`config.mk`:
```
export PLATFORM = sky130hd
export DESIGN_NAME = logical_tile_io_po_extmode_ccff
export DESIGN_NICKNAME = d
export VERILOG_FILES = /design/src/rtl/logical_tile_io_po_extmode_ccff.sv
export SDC_FILE = /design/constraint.sdc
export NUM_CORES = 1
export LEC_CHECK = 0
export ABC_CLOCK_PERIOD_IN_PS = 1230
export BUFFER_PORTS_ARGS = -buffer_cell sky130_fd_sc_hd__buf_2
export CAP_MARGIN = 30
export CORE_ASPECT_RATIO = 0.8
export CORE_MARGIN = 2
export CORE_UTILIZATION = 32
export DETAILED_ROUTE_END_ITERATION = 16
export GPL_TIMING_DRIVEN = 1
export RECOVER_POWER = 50
export SKIP_LAST_GASP = 1
export SLEW_MARGIN = 20
export SYNTH_ARGS = -nofsm -noshare
export SYNTH_HDL_FRONTEND = slang
export SYNTH_SLANG_ARGS = --single-unit
```
`constraint.sdc`:
```
create_clock -name clk -period 1.23 [get_ports clk]
set_clock_uncertainty 0.15 [all_clocks]
set_input_delay 0.1845 -clock clk [delete_from_list [all_inputs] [get_ports clk]]
set_output_delay 0.1845 -clock clk [all_outputs]
set_load 0.01 [all_outputs]
```
`src/rtl/logical_tile_io_po_extmode_ccff.sv`:
```
// Output pad tile with a serially loaded local config chain.
// Ports: clk, reset, config_enable/ccff_head/ccff_tail (config chain),
// io_po_io_po_outpad (fabric data), gfpga_pad_poutput_extmode_F2A and
// gfpga_pad_poutput_extmode_mode_o (to SoC), cfg_done, cfg_err (status).
module logical_tile_io_po_extmode_ccff #(
  parameter int   NUM_CFG  = 3,
  parameter logic SAFE_VAL = 1'b0
) (
  input  logic clk,
  input  logic reset,
  input  logic config_enable,
  input  logic ccff_head,
  output logic ccff_tail,
  input  logic io_po_io_po_outpad,
  output logic gfpga_pad_poutput_extmode_F2A,
  output logic gfpga_pad_poutput_extmode_mode_o,
  output logic cfg_done,
  output logic cfg_err
);

  localparam int CW = $clog2(NUM_CFG + 1);

  typedef enum logic [1:0] {
    UNCFG,
    SHIFT,
    DONE
  } state_t;

  state_t             state;
  logic [NUM_CFG-1:0] cfg_sr;
  logic [CW-1:0]      cnt;
  logic               pipe;

  logic mode_en;
  logic reg_en;
  logic invert;
  logic d;

  assign mode_en = cfg_sr[0];
  assign reg_en  = cfg_sr[1];
  assign invert  = cfg_sr[2];
  assign d       = io_po_io_po_outpad ^ invert;

  // Unregistered bypass only once a load is locked.
  assign gfpga_pad_poutput_extmode_F2A =
    (state == DONE) ? (reg_en ? pipe : d) : SAFE_VAL;

  always_ff @(posedge clk) begin
    if (reset) begin
      state     <= UNCFG;
      cfg_sr    <= '0;
      cnt       <= '0;
      pipe      <= SAFE_VAL;
      ccff_tail <= 1'b0;
      cfg_done  <= 1'b0;
      cfg_err   <= 1'b0;
      gfpga_pad_poutput_extmode_mode_o <= 1'b0;
    end else begin
      cfg_err <= 1'b0;
      pipe    <= config_enable ? SAFE_VAL : d;
      if (config_enable) begin
        cfg_sr    <= {cfg_sr[NUM_CFG-2:0], ccff_head};
        ccff_tail <= cfg_sr[NUM_CFG-1];
        state     <= SHIFT;
        cfg_done  <= 1'b0;
        gfpga_pad_poutput_extmode_mode_o <= 1'b0;
        // A new load always restarts the count at the first shift.
        if (state == SHIFT) begin
          if (cnt != CW'(NUM_CFG)) begin
            cnt <= cnt + 1'b1;
          end
        end else begin
          cnt <= CW'(1);
        end
      end else begin
        unique case (state)
          SHIFT: begin
            if (cnt == CW'(NUM_CFG)) begin
              state    <= DONE;
              cfg_done <= 1'b1;
              gfpga_pad_poutput_extmode_mode_o <= mode_en;
            end else begin
              state   <= UNCFG;
              cfg_err <= 1'b1;
            end
          end
          UNCFG: state <= UNCFG;
          DONE:  state <= DONE;
          default: state <= UNCFG;
        endcase
      end
    end
  end

endmodule

```
## After elaboration in Yosys (flattened, before gate mapping)

Cells that the tools add are included.
W data, S select, Z words.

| operators by class | value |
|---|---|
| add/subtract/negate cells | 1 |
| equality and inequality tests | 5 |
| muxes and demuxes | 8 |
| bitwise logic cells | 2 |
| reduce and logical (&&, ||, !) cells | 4 |

Operator list:

| kind | number |
|---|---|
| $mux W2 | 3 |
| $eq A2 B2 Y1 const B | 2 |
| $mux W1 | 4 |
| $pmux W2 S2 | 1 |
| $reduce_and A2 Y1 | 2 |
| $reduce_or A3 Y1 | 1 |
| $add A2 B1 Y2 const B | 1 |
| $eq A2 B1 Y1 const B | 1 |
| $ne A2 B1 Y1 const B | 1 |
| $ne A2 B2 Y1 const B | 1 |
| $reduce_or A2 Y1 | 1 |
| $not A1 Y1 | 1 |
| $xor A1 B1 Y1 | 1 |

| word-level totals | value |
|---|---|
| register bits after elaboration | 12 |
| input bits | 5 |
| output and inout port bits | 5 |
| logic and storage cells | 29 |

## Depth between registers and ports, before layout

Gate-level depths: netlist of the first run.

| logic depth | value |
|---|---|
| depth in word-level cells | 4 |
| mapped depth | 4 |
| gate-level depth less buffers | 4 |

## Worst setup path before layout of the first run

Ideal clock, no wire load.

| path | value |
|---|---|
| path type | reg2reg |
| start point | register cnt[0] |
| end point | register cnt[0] |
| setup time | 117 ps |
| arrival | 959 ps |
| data required time | 963 ps |
| slack | 4 ps |
| stages on the path, launching flop included | 4 |
| path buffers | 0 |
| clock period less this slack | 1,226 ps |
| cell sequence | dfxtp_1 ha_1 nand3b_1 a22o_1 |

| between the ends | value |
|---|---|
| longest elaborated chain between the ends | 3 |
| elaborated cells on any way between the ends | 6 |
| classes of those cells | add/sub (1); eq/ne (2); mux (2); reduce/logical (1) |

RTL lines:

| element | line | RTL |
|---|---|---|
| from (decl) | 31 | `logic [CW-1:0] cnt;` |
| from (signal assigned) | 70 | `cnt <= cnt + 1'b1;` |
| $add A2 B1 Y2 or $ne A2 B2 Y1 (tied branches) | 70, 69 |  |
| $mux W2 or $ne A2 B1 Y1 (tied branches) | n/a |  |
| $mux W2 or $reduce_and A2 Y1 (tied branches) | n/a |  |

Parallel ways exist; a longest one is shown, timed or not. The select of a mux whose other input is x is not followed.
A chain may end at the register's enable or synchronous reset.

## Worst setup path in the final report of the first run

| path | value |
|---|---|
| start point | register cfg_sr[2] |
| end point | output gfpga_pad_poutput_extmode_F2A |

| between the ends | value |
|---|---|
| longest elaborated chain between the ends | 3 |

RTL lines:

| element | line | RTL |
|---|---|---|
| from (decl) | 30 | `logic [NUM_CFG-1:0] cfg_sr;` |
| from (signal assigned) | 62 | `cfg_sr <= {cfg_sr[NUM_CFG-2:0], ccff_head};` |
| $xor A1 B1 Y1 | 42 | `assign d = io_po_io_po_outpad ^ invert;` |
| $mux W1 (2 in a row) | 46 | `(state == DONE) ? (reg_en ? pipe : d) : SAFE_VAL;` |
| to (decl) | 15 | `output logic gfpga_pad_poutput_extmode_F2A,` |

No other way between the ends.

==> impl_results.html, run 1 <==
<table>
<tr><th>Metric</th><th>Value</th></tr>
<tr><th colspan="2">Status</th></tr>
<tr><td>Status</td><td>complete, but fails checks</td></tr>
<tr><td>Failing checks</td><td>negative setup slack</td></tr>
<tr><th colspan="2">CTS</th></tr>
<tr><td>CTS clock-pin slew for the worst setup and hold paths</td><td>0.07 ns</td></tr>
<tr><td>Clock tree from TritonCTS</td><td>done</td></tr>
<tr><td>CTS H-tree depth</td><td>1</td></tr>
<tr><td>CTS Root Cell</td><td>clkbuf_4</td></tr>
<tr><td>Clock tree buffer depth</td><td>2</td></tr>
<tr><td>TritonCTS buffer count</td><td>3</td></tr>
<tr><td>Sink count of the clock tree</td><td>12</td></tr>
<tr><td>Insertion delay to the later sink of the worst-skew pair</td><td>~0.27 ns</td></tr>
<tr><th colspan="2">Place</th></tr>
<tr><td>Count of port buffers added during placement</td><td>9</td></tr>
<tr><td>Setup slack after placement</td><td>-0.0510 ns</td></tr>
<tr><td>Number of placed instances, taps included</td><td>80</td></tr>
<tr><td>Post-detailed-placement half-perimeter wirelength</td><td>591 microns</td></tr>
<tr><td>GPL Wtd Cong</td><td>0.640</td></tr>
<tr><th colspan="2">Synthesis</th></tr>
<tr><td>Sequential cell area fraction in the yosys report</td><td>0.443</td></tr>
<tr><td>Synth Instances</td><td>49</td></tr>
<tr><td>Largest area contributor in the netlist</td><td>dfxtp_1</td></tr>
<tr><td>Area share of the largest cell type after synthesis</td><td>0.443</td></tr>
<tr><td>Count of state elements after synthesis</td><td>12</td></tr>
<tr><td>Synth warnings</td><td>0</td></tr>
<tr><td>Area contributors post-synth</td><td>dfxtp_1, ha_1, mux2i_1</td></tr>
<tr><td>Unique masters post-synth</td><td>22</td></tr>
<tr><td>Mapped Nets</td><td>slightly below 60</td></tr>
<tr><td>Netlist area before placement</td><td>542 sq um</td></tr>
<tr><td>Average instance area after synthesis</td><td>11.1 sq um</td></tr>
<tr><th colspan="2">Finish</th></tr>
<tr><td>Fraction of final layout cells with drive strength greater than 1</td><td>0.422</td></tr>
<tr><td>Area grow syn2layout</td><td>28.2%</td></tr>
<tr><td>Top library cells by usage in the layout, fill and taps aside</td><td>dfxtp_1, buf_2, nor2_1</td></tr>
<tr><td>Diodes inserted</td><td>0</td></tr>
<tr><td>Finished Layout Cells</td><td>86</td></tr>
<tr><td>Final #Nets</td><td>75</td></tr>
<tr><td>Most common cell after layout, fill and taps aside</td><td>dfxtp_1</td></tr>
<tr><th colspan="2">Job</th></tr>
<tr><td>Max Cap Violations</td><td>0</td></tr>
<tr><th colspan="2">Worst setup path</th></tr>
<tr><td>WP data arrival</td><td>1.06 ns</td></tr>
<tr><td>Critical path launch point type</td><td>register</td></tr>
<tr><td>Slowest stage cell on the critical path</td><td>dfxtp_2</td></tr>
<tr><td>Biggest cell delay along the critical path</td><td>0.33 ns</td></tr>
<tr><td>Crit path cell chain</td><td>xor2_1, o211a_1, buf_2</td></tr>
<tr><td>Required time of the critical path</td><td>0.90 ns</td></tr>
<tr><td>Crit Path Category</td><td>register to output pin</td></tr>
<tr><td>Family with the most delay on the worst path</td><td>flip-flops</td></tr>
<tr><td>Buffers plus inverters on the worst setup path</td><td>1</td></tr>
<tr><td>Endpoint kind of the worst setup timing path</td><td>output pin</td></tr>
<tr><td>Biggest fanout along the worst timing path</td><td>2</td></tr>
<tr><th colspan="2">Die</th></tr>
<tr><td>Standard-cell rows</td><td>13</td></tr>
<tr><td>Starting density of the core</td><td>0.336</td></tr>
<tr><td>Top Ports</td><td>10</td></tr>
<tr><td>Die X</td><td>50.0 microns</td></tr>
<tr><td>Total Die Area</td><td>just over 2000 sq um</td></tr>
<tr><td>Die height</td><td>just over 40 microns</td></tr>
<tr><td>Floorplan Core Area</td><td>1610 sq um</td></tr>
<tr><th colspan="2">Timing</th></tr>
<tr><td>RSZ-0062 raised after global routing</td><td>true</td></tr>
<tr><td>Fmax</td><td>between 0.7 and 0.8 GHz</td></tr>
<tr><td>Headroom to the max-slew limit</td><td>0.536</td></tr>
<tr><td>Final critical-path share of the clock period</td><td>1.13</td></tr>
<tr><td>Worst Setup Slack, final</td><td>-0.160 ns</td></tr>
<tr><td>Worst slew pin tran</td><td>0.696 ns</td></tr>
<tr><td>Setup TNS after final layout</td><td>-0.160 ns</td></tr>
<tr><td>Clock period minus final worst setup slack</td><td>1.39 ns</td></tr>
<tr><td>Final Hold Violating Endpoints</td><td>0</td></tr>
<tr><td>Setup-failing EPs final</td><td>1</td></tr>
<tr><td>Pins Over Slew Limit</td><td>0</td></tr>
<tr><th colspan="2">Detailed routing</th></tr>
<tr><td>Via/cell ratio</td><td>4.38</td></tr>
<tr><td>Detailed-route wire length</td><td>~840 microns</td></tr>
<tr><td>Routed length per placed instance</td><td>9.74 microns</td></tr>
<tr><td>Drt initial violations</td><td>0</td></tr>
<tr><td>Remaining design rule violation count</td><td>0</td></tr>
<tr><td>Detailed-route via count</td><td>between 300 and 400</td></tr>
<tr><td>Residual antenna-violating net count after detailed routing</td><td>0</td></tr>
<tr><td>First-pass DRT Iterations</td><td>1</td></tr>
<tr><th colspan="2">Hold path</th></tr>
<tr><td>HP Class</td><td>input pin to register</td></tr>
<tr><th colspan="2">Power and ir drop</th></tr>
<tr><td>Power density of the placed cells</td><td>1040 nW/um^2</td></tr>
<tr><td>Peak supply drop</td><td>917 uV</td></tr>
<tr><td>Reported leakage power</td><td>0.293 nW</td></tr>
<tr><th colspan="2">GRT</th></tr>
<tr><td>Pin count of the biggest net entering global routing</td><td>15</td></tr>
<tr><td>Total GRT Usage</td><td>0.106</td></tr>
<tr><td>Vias in the first global route</td><td>356</td></tr>
<tr><td>Number of antenna violations at the first check in global routing</td><td>0</td></tr>
<tr><td>Wire length of the first global-routing pass</td><td>1500 microns</td></tr>
<tr><td>Global-route congestion overflow total</td><td>0</td></tr>
</table>
layout make-up:
type	instances	area, sq um
multi-input combinational	32	307
tap	22	27.5
timing repair buffer	14	83.8
clock buffer	3	22.5
inverter	3	11.3
fill	160	916
sequential	12	243
tightest hold or removal path, delay by kind of cell:
family                 cells  cell delay (ns)
AND/OR/NAND/NOR            1             0.15
buffers and inverters      1             0.08
XOR/XNOR                   1             0.06
metrics by stage:
| step | cell area [sq um] | total power, mW | util | hold WS (ns) |
|---|---|---|---|---|
| 3_5_place_dp | 614 | 0.483 | 0.382 | 0.276 |
| 6_report | 694 | 0.722 | 0.431 | 0.105 |
| 4_1_cts | 682 | 0.730 | 0.423 | 0.0980 |
| 2_1_floorplan | 542 | 0.466 | - | 0.106 |
| 5_1_grt | 694 | 0.769 | 0.431 | 0.104 |
| 3_3_place_gp | 614 | 0.483 | 0.382 | 0.269 |
what timing repair did:
action / CTS / global route
endpoints found under the hold margin: 1 / 0
pin swaps: 3 / 0
gates resized for setup: 6 / 3
hold buffers: 1 / 0
buffers inserted: 2 / 0
endpoints found under the setup margin: 4 / 5
worst paths after layout:
path / from / endpoint / slack (ns) / cells past startpoint
setup / recovery: cfg_sr[2] / gfpga_pad_poutput_extmode_F2A / -0.16 / 3
setup reg to reg: cnt[0] / cnt[0] / 0.02 / 3
hold / removal: io_po_io_po_outpad / pipe / 0.11 / 3
hold reg to reg: ccff_tail / ccff_tail / 0.33 / 2
flip-flops by register name, summed over array words and instances, names as in the netlist:
name	count
pipe	1
state	2
ccff_tail	1
cfg_err	1
gfpga_pad_poutput_extmode_mode_o	1
cfg_sr	3
cfg_done	1
cnt	2
power by group:
| part | total [mW] | leakage, nW | switching [mW] | internal, mW |
|---|---|---|---|---|
| clock network | 0.235 | 0.0138 | 0.122 | 0.113 |
| registers | 0.411 | 0.0986 | 0.00981 | 0.401 |
| logic | 0.0751 | 0.181 | 0.0361 | 0.0390 |
| total | 0.722 | 0.293 | 0.168 | 0.553 |
synth_stat cells:
cell type  count
nor2b_1        2
nor3b_2        1
a21oi_1        2
xor2_1         1
nand3_1        1
nor3_1         1
a21bo_1        1
a21boi_1       1
inv_1          3
o211a_1        1
a22o_1         1
buf_4          2
nor4_2         1
nor4b_2        1
a211oi_2       1
nand2b_1       2
mux2i_1        4
nor2_1         5
dfxtp_1       12
nand3b_1       1
ha_1           4
o32ai_2        1
cell families (layout without fill, tap and decap cells):
group / after synthesis / after routing / share of synthesized area
and+or+nand+nor: 15 / 15 / 0.187
muxes: 4 / 4 / 0.0739
DFF: 12 / 12 / 0.443
xor gates and xnor gates: 1 / 1 / 0.0162
adders and majority gates: 4 / 4 / 0.0924
buffers and inverters: 5 / 20 / 0.0485
AOI/OAI and AO/OA: 8 / 8 / 0.139
per-layer routing:
layer / routed length [microns] / GRT usage / part of all wire
met1: 447 / 0.139 / 0.53
met2: 356 / 0.145 / 0.42
met5: 0 / 0 / 0
met4: 0 / 0.0417 / 0
met3: 34 / 0.0547 / 0.041
(Power assumes the default switching activity.)
==> run 2: changes to the inputs <==
--- a/config.mk
+++ b/config.mk
@@ -13,6 +13,7 @@
 export CORE_UTILIZATION = 32
 export DETAILED_ROUTE_END_ITERATION = 16
 export GPL_TIMING_DRIVEN = 1
+export PLACE_DENSITY_LB_ADDON = 0.1
 export RECOVER_POWER = 50
 export SKIP_LAST_GASP = 1
 export SLEW_MARGIN = 20
==> impl_results.html, run 2 (synthesis gave the netlist of run 1 again) <==
<table>
<tr><th>Metric</th><th>Value</th></tr>
<tr><th colspan="2">Status</th></tr>
<tr><td>Status</td><td>complete, but fails checks</td></tr>
<tr><td>Failing checks</td><td>negative setup slack</td></tr>
<tr><th colspan="2">Timing</th></tr>
<tr><td>RSZ-0062 raised after global routing</td><td>true</td></tr>
<tr><td>Worst slew pin tran</td><td>0.297 ns</td></tr>
<tr><td>Pins Over Slew Limit</td><td>0</td></tr>
<tr><td>Worst Setup Slack, final</td><td>-0.195 ns</td></tr>
<tr><td>Setup TNS after final layout</td><td>-0.198 ns</td></tr>
<tr><td>Final critical-path share of the clock period</td><td>1.16</td></tr>
<tr><td>Headroom to the max-slew limit</td><td>0.802</td></tr>
<tr><td>Final Hold Violating Endpoints</td><td>0</td></tr>
<tr><td>Setup-failing EPs final</td><td>2</td></tr>
<tr><td>Fmax</td><td>between 0.7 and 0.8 GHz</td></tr>
<tr><td>Clock period minus final worst setup slack</td><td>between 1 and 1.5 ns</td></tr>
<tr><th colspan="2">CTS</th></tr>
<tr><td>Clock tree buffer depth</td><td>2</td></tr>
<tr><td>Sink count of the clock tree</td><td>12</td></tr>
<tr><td>TritonCTS buffer count</td><td>3</td></tr>
<tr><td>Clock tree from TritonCTS</td><td>done</td></tr>
<tr><td>Insertion delay to the later sink of the worst-skew pair</td><td>0.27 ns</td></tr>
<tr><td>CTS H-tree depth</td><td>1</td></tr>
<tr><td>CTS clock-pin slew for the worst setup and hold paths</td><td>~0.080 ns</td></tr>
<tr><td>CTS Root Cell</td><td>clkbuf_4</td></tr>
<tr><th colspan="2">Worst setup path</th></tr>
<tr><td>WP data arrival</td><td>1.09 ns</td></tr>
<tr><td>Endpoint kind of the worst setup timing path</td><td>output pin</td></tr>
<tr><td>Biggest fanout along the worst timing path</td><td>2</td></tr>
<tr><td>Crit. path cell count</td><td>4</td></tr>
<tr><td>Worst R2R Start</td><td>state[1]</td></tr>
<tr><td>Reg2Reg Setup Slack</td><td>0 ns</td></tr>
<tr><td>Logic depth of the worst register-to-register path</td><td>4</td></tr>
<tr><td>Crit path cell chain</td><td>buf_6, ha_4, o211a_1, buf_2</td></tr>
<tr><td>Critical path launch point type</td><td>register</td></tr>
<tr><td>Buffers plus inverters on the worst setup path</td><td>2</td></tr>
<tr><td>Crit Path Category</td><td>register to output pin</td></tr>
<tr><td>Required time of the critical path</td><td>0.90 ns</td></tr>
<tr><td>Critical path origin</td><td>state[1]</td></tr>
<tr><td>Biggest cell delay along the critical path</td><td>0.33 ns</td></tr>
<tr><td>Slowest stage cell on the critical path</td><td>dfxtp_2</td></tr>
<tr><td>Endpoint of the worst register-to-register path</td><td>cnt[0]</td></tr>
<tr><td>Family with the most delay on the worst path</td><td>flip-flops</td></tr>
<tr><th colspan="2">Job</th></tr>
<tr><td>Max Cap Violations</td><td>0</td></tr>
<tr><th colspan="2">Die</th></tr>
<tr><td>Floorplan Core Area</td><td>1610 sq um</td></tr>
<tr><td>Starting density of the core</td><td>0.336</td></tr>
<tr><td>Total Die Area</td><td>2040 sq um</td></tr>
<tr><td>Die height</td><td>40.8 microns</td></tr>
<tr><td>Die X</td><td>50.0 microns</td></tr>
<tr><td>Top Ports</td><td>10</td></tr>
<tr><td>Standard-cell rows</td><td>13</td></tr>
<tr><th colspan="2">Power and ir drop</th></tr>
<tr><td>Internal power consumption</td><td>0.628 mW</td></tr>
<tr><td>Reported leakage power</td><td>0.318 nW</td></tr>
<tr><td>Power density of the placed cells</td><td>about 1100 nW/um^2</td></tr>
<tr><td>Net switching power figure</td><td>0.186 mW</td></tr>
<tr><td>Combinational share of power</td><td>0.105</td></tr>
<tr><td>Part of the power in the clock network</td><td>0.390</td></tr>
<tr><td>Peak supply drop</td><td>606 uV</td></tr>
<tr><td>Switching power as a share of total power</td><td>0.229</td></tr>
<tr><td>Sequential power share</td><td>0.505</td></tr>
<tr><th colspan="2">GRT</th></tr>
<tr><td>Global-route congestion overflow total</td><td>0</td></tr>
<tr><td>Number of antenna violations at the first check in global routing</td><td>0</td></tr>
<tr><td>Total GRT Usage</td><td>0.113</td></tr>
<tr><td>Pin count of the biggest net entering global routing</td><td>13</td></tr>
<tr><td>Wire length of the first global-routing pass</td><td>1640 microns</td></tr>
<tr><td>Vias in the first global route</td><td>379</td></tr>
<tr><th colspan="2">Finish</th></tr>
<tr><td>Largest registers in the final layout</td><td>cfg_sr: 3 flops, cnt: 2 flops, state: 2 flops</td></tr>
<tr><td>Top library cells by usage in the layout, fill and taps aside</td><td>dfxtp_1, buf_4, nor2_1</td></tr>
<tr><td>Fraction of final layout cells with drive strength greater than 1</td><td>0.423</td></tr>
<tr><td>Diodes inserted</td><td>0</td></tr>
<tr><td>Reg with most FFs</td><td>cfg_sr</td></tr>
<tr><td>Most common cell after layout, fill and taps aside</td><td>dfxtp_1</td></tr>
<tr><td>Final #Nets</td><td>81</td></tr>
<tr><td>Area grow syn2layout</td><td>40.2%</td></tr>
<tr><td>Flip-flop count of the largest register after layout</td><td>3</td></tr>
<tr><td>Post-layout util</td><td>0.472</td></tr>
<tr><th colspan="2">Hold path</th></tr>
<tr><td>Hold Path Depth</td><td>3</td></tr>
<tr><td>Hold endpoint</td><td>pipe</td></tr>
<tr><td>Startpoint of the worst hold path</td><td>io_po_io_po_outpad</td></tr>
<tr><td>HP Class</td><td>input pin to register</td></tr>
<tr><th colspan="2">Detailed routing</th></tr>
<tr><td>Residual antenna-violating net count after detailed routing</td><td>0</td></tr>
<tr><td>Via/cell ratio</td><td>4.34</td></tr>
<tr><td>Detailed-route via count</td><td>between 400 and 500</td></tr>
<tr><td>Remaining design rule violation count</td><td>0</td></tr>
<tr><td>First-pass DRT Iterations</td><td>2</td></tr>
<tr><td>Detailed-route wire length</td><td>970 microns</td></tr>
<tr><td>Drt initial violations</td><td>4</td></tr>
<tr><td>Routed length per placed instance</td><td>~10 microns</td></tr>
<tr><th colspan="2">Place</th></tr>
<tr><td>GPL Wtd Cong</td><td>0.695</td></tr>
<tr><td>Post-detailed-placement half-perimeter wirelength</td><td>636 microns</td></tr>
<tr><td>Count of port buffers added during placement</td><td>9</td></tr>
<tr><td>Setup slack after placement</td><td>-0.0472 ns</td></tr>
</table>
-- run 2: worst max-delay path by stage --
stage,to
6_report,gfpga_pad_poutput_extmode_F2A
3_5_place_dp,cnt[0]
4_1_cts,gfpga_pad_poutput_extmode_F2A
5_1_grt,gfpga_pad_poutput_extmode_F2A
2_1_floorplan,cnt[0]
3_3_place_gp,cnt[0]
-- run 2: worst min-delay path: cells and delay by family --
kind	cells	cell delay [ns]
simple gates	1	0.14
xor+xnor	1	0.06
buf+inv	1	0.08
-- run 2: what timing repair did --
action / in CTS / in global routing
pin swaps: 1 / 0
endpoints found under the setup margin: 3 / 5
resized for setup: 8 / 3
hold buffers: 2 / 0
setup buffers: 1 / 0
hold endpoints to repair: 2 / 0
-- run 2: power by group through the flow --
stage | sequential (mW) | combinational, mW | clock [mW]
finish | 0.411 | 0.0857 | 0.317
global route | 0.414 | 0.0956 | 0.355
CTS | 0.409 | 0.0849 | 0.333
detailed placement | 0.417 | 0.0767 | 0
global placement | 0.418 | 0.0770 | 0
floorplan | 0.417 | 0.0493 | 0
-- run 2: area by class of cell --
cell class                 instances  area [sq um]
inverter                           3          11.3
tap                               22          27.5
fill                             158           851
sequential                        12           244
timing repair buffer              20           134
clock buffer                       4          36.3
multi-input combinational         32           307
-- run 2: per-stage QoR --
step	cells	hold WS, ns	instance area (sq um)	total power [mW]
floorplan	49	0.106	542	0.466
global placement	87	0.274	667	0.495
detailed placement	87	0.275	667	0.494
CTS	94	0.0829	756	0.827
global route	93	0.0898	759	0.865
finish	93	0.0916	759	0.814
-- run 2: metal layers --
layer  global-route usage  vias up  share of wire
li1                     -      215              -
met1                0.132      183           0.48
met2                0.194        6           0.49
met3               0.0547        0          0.035
met4               0.0208        0              0
met5                    0        -              0
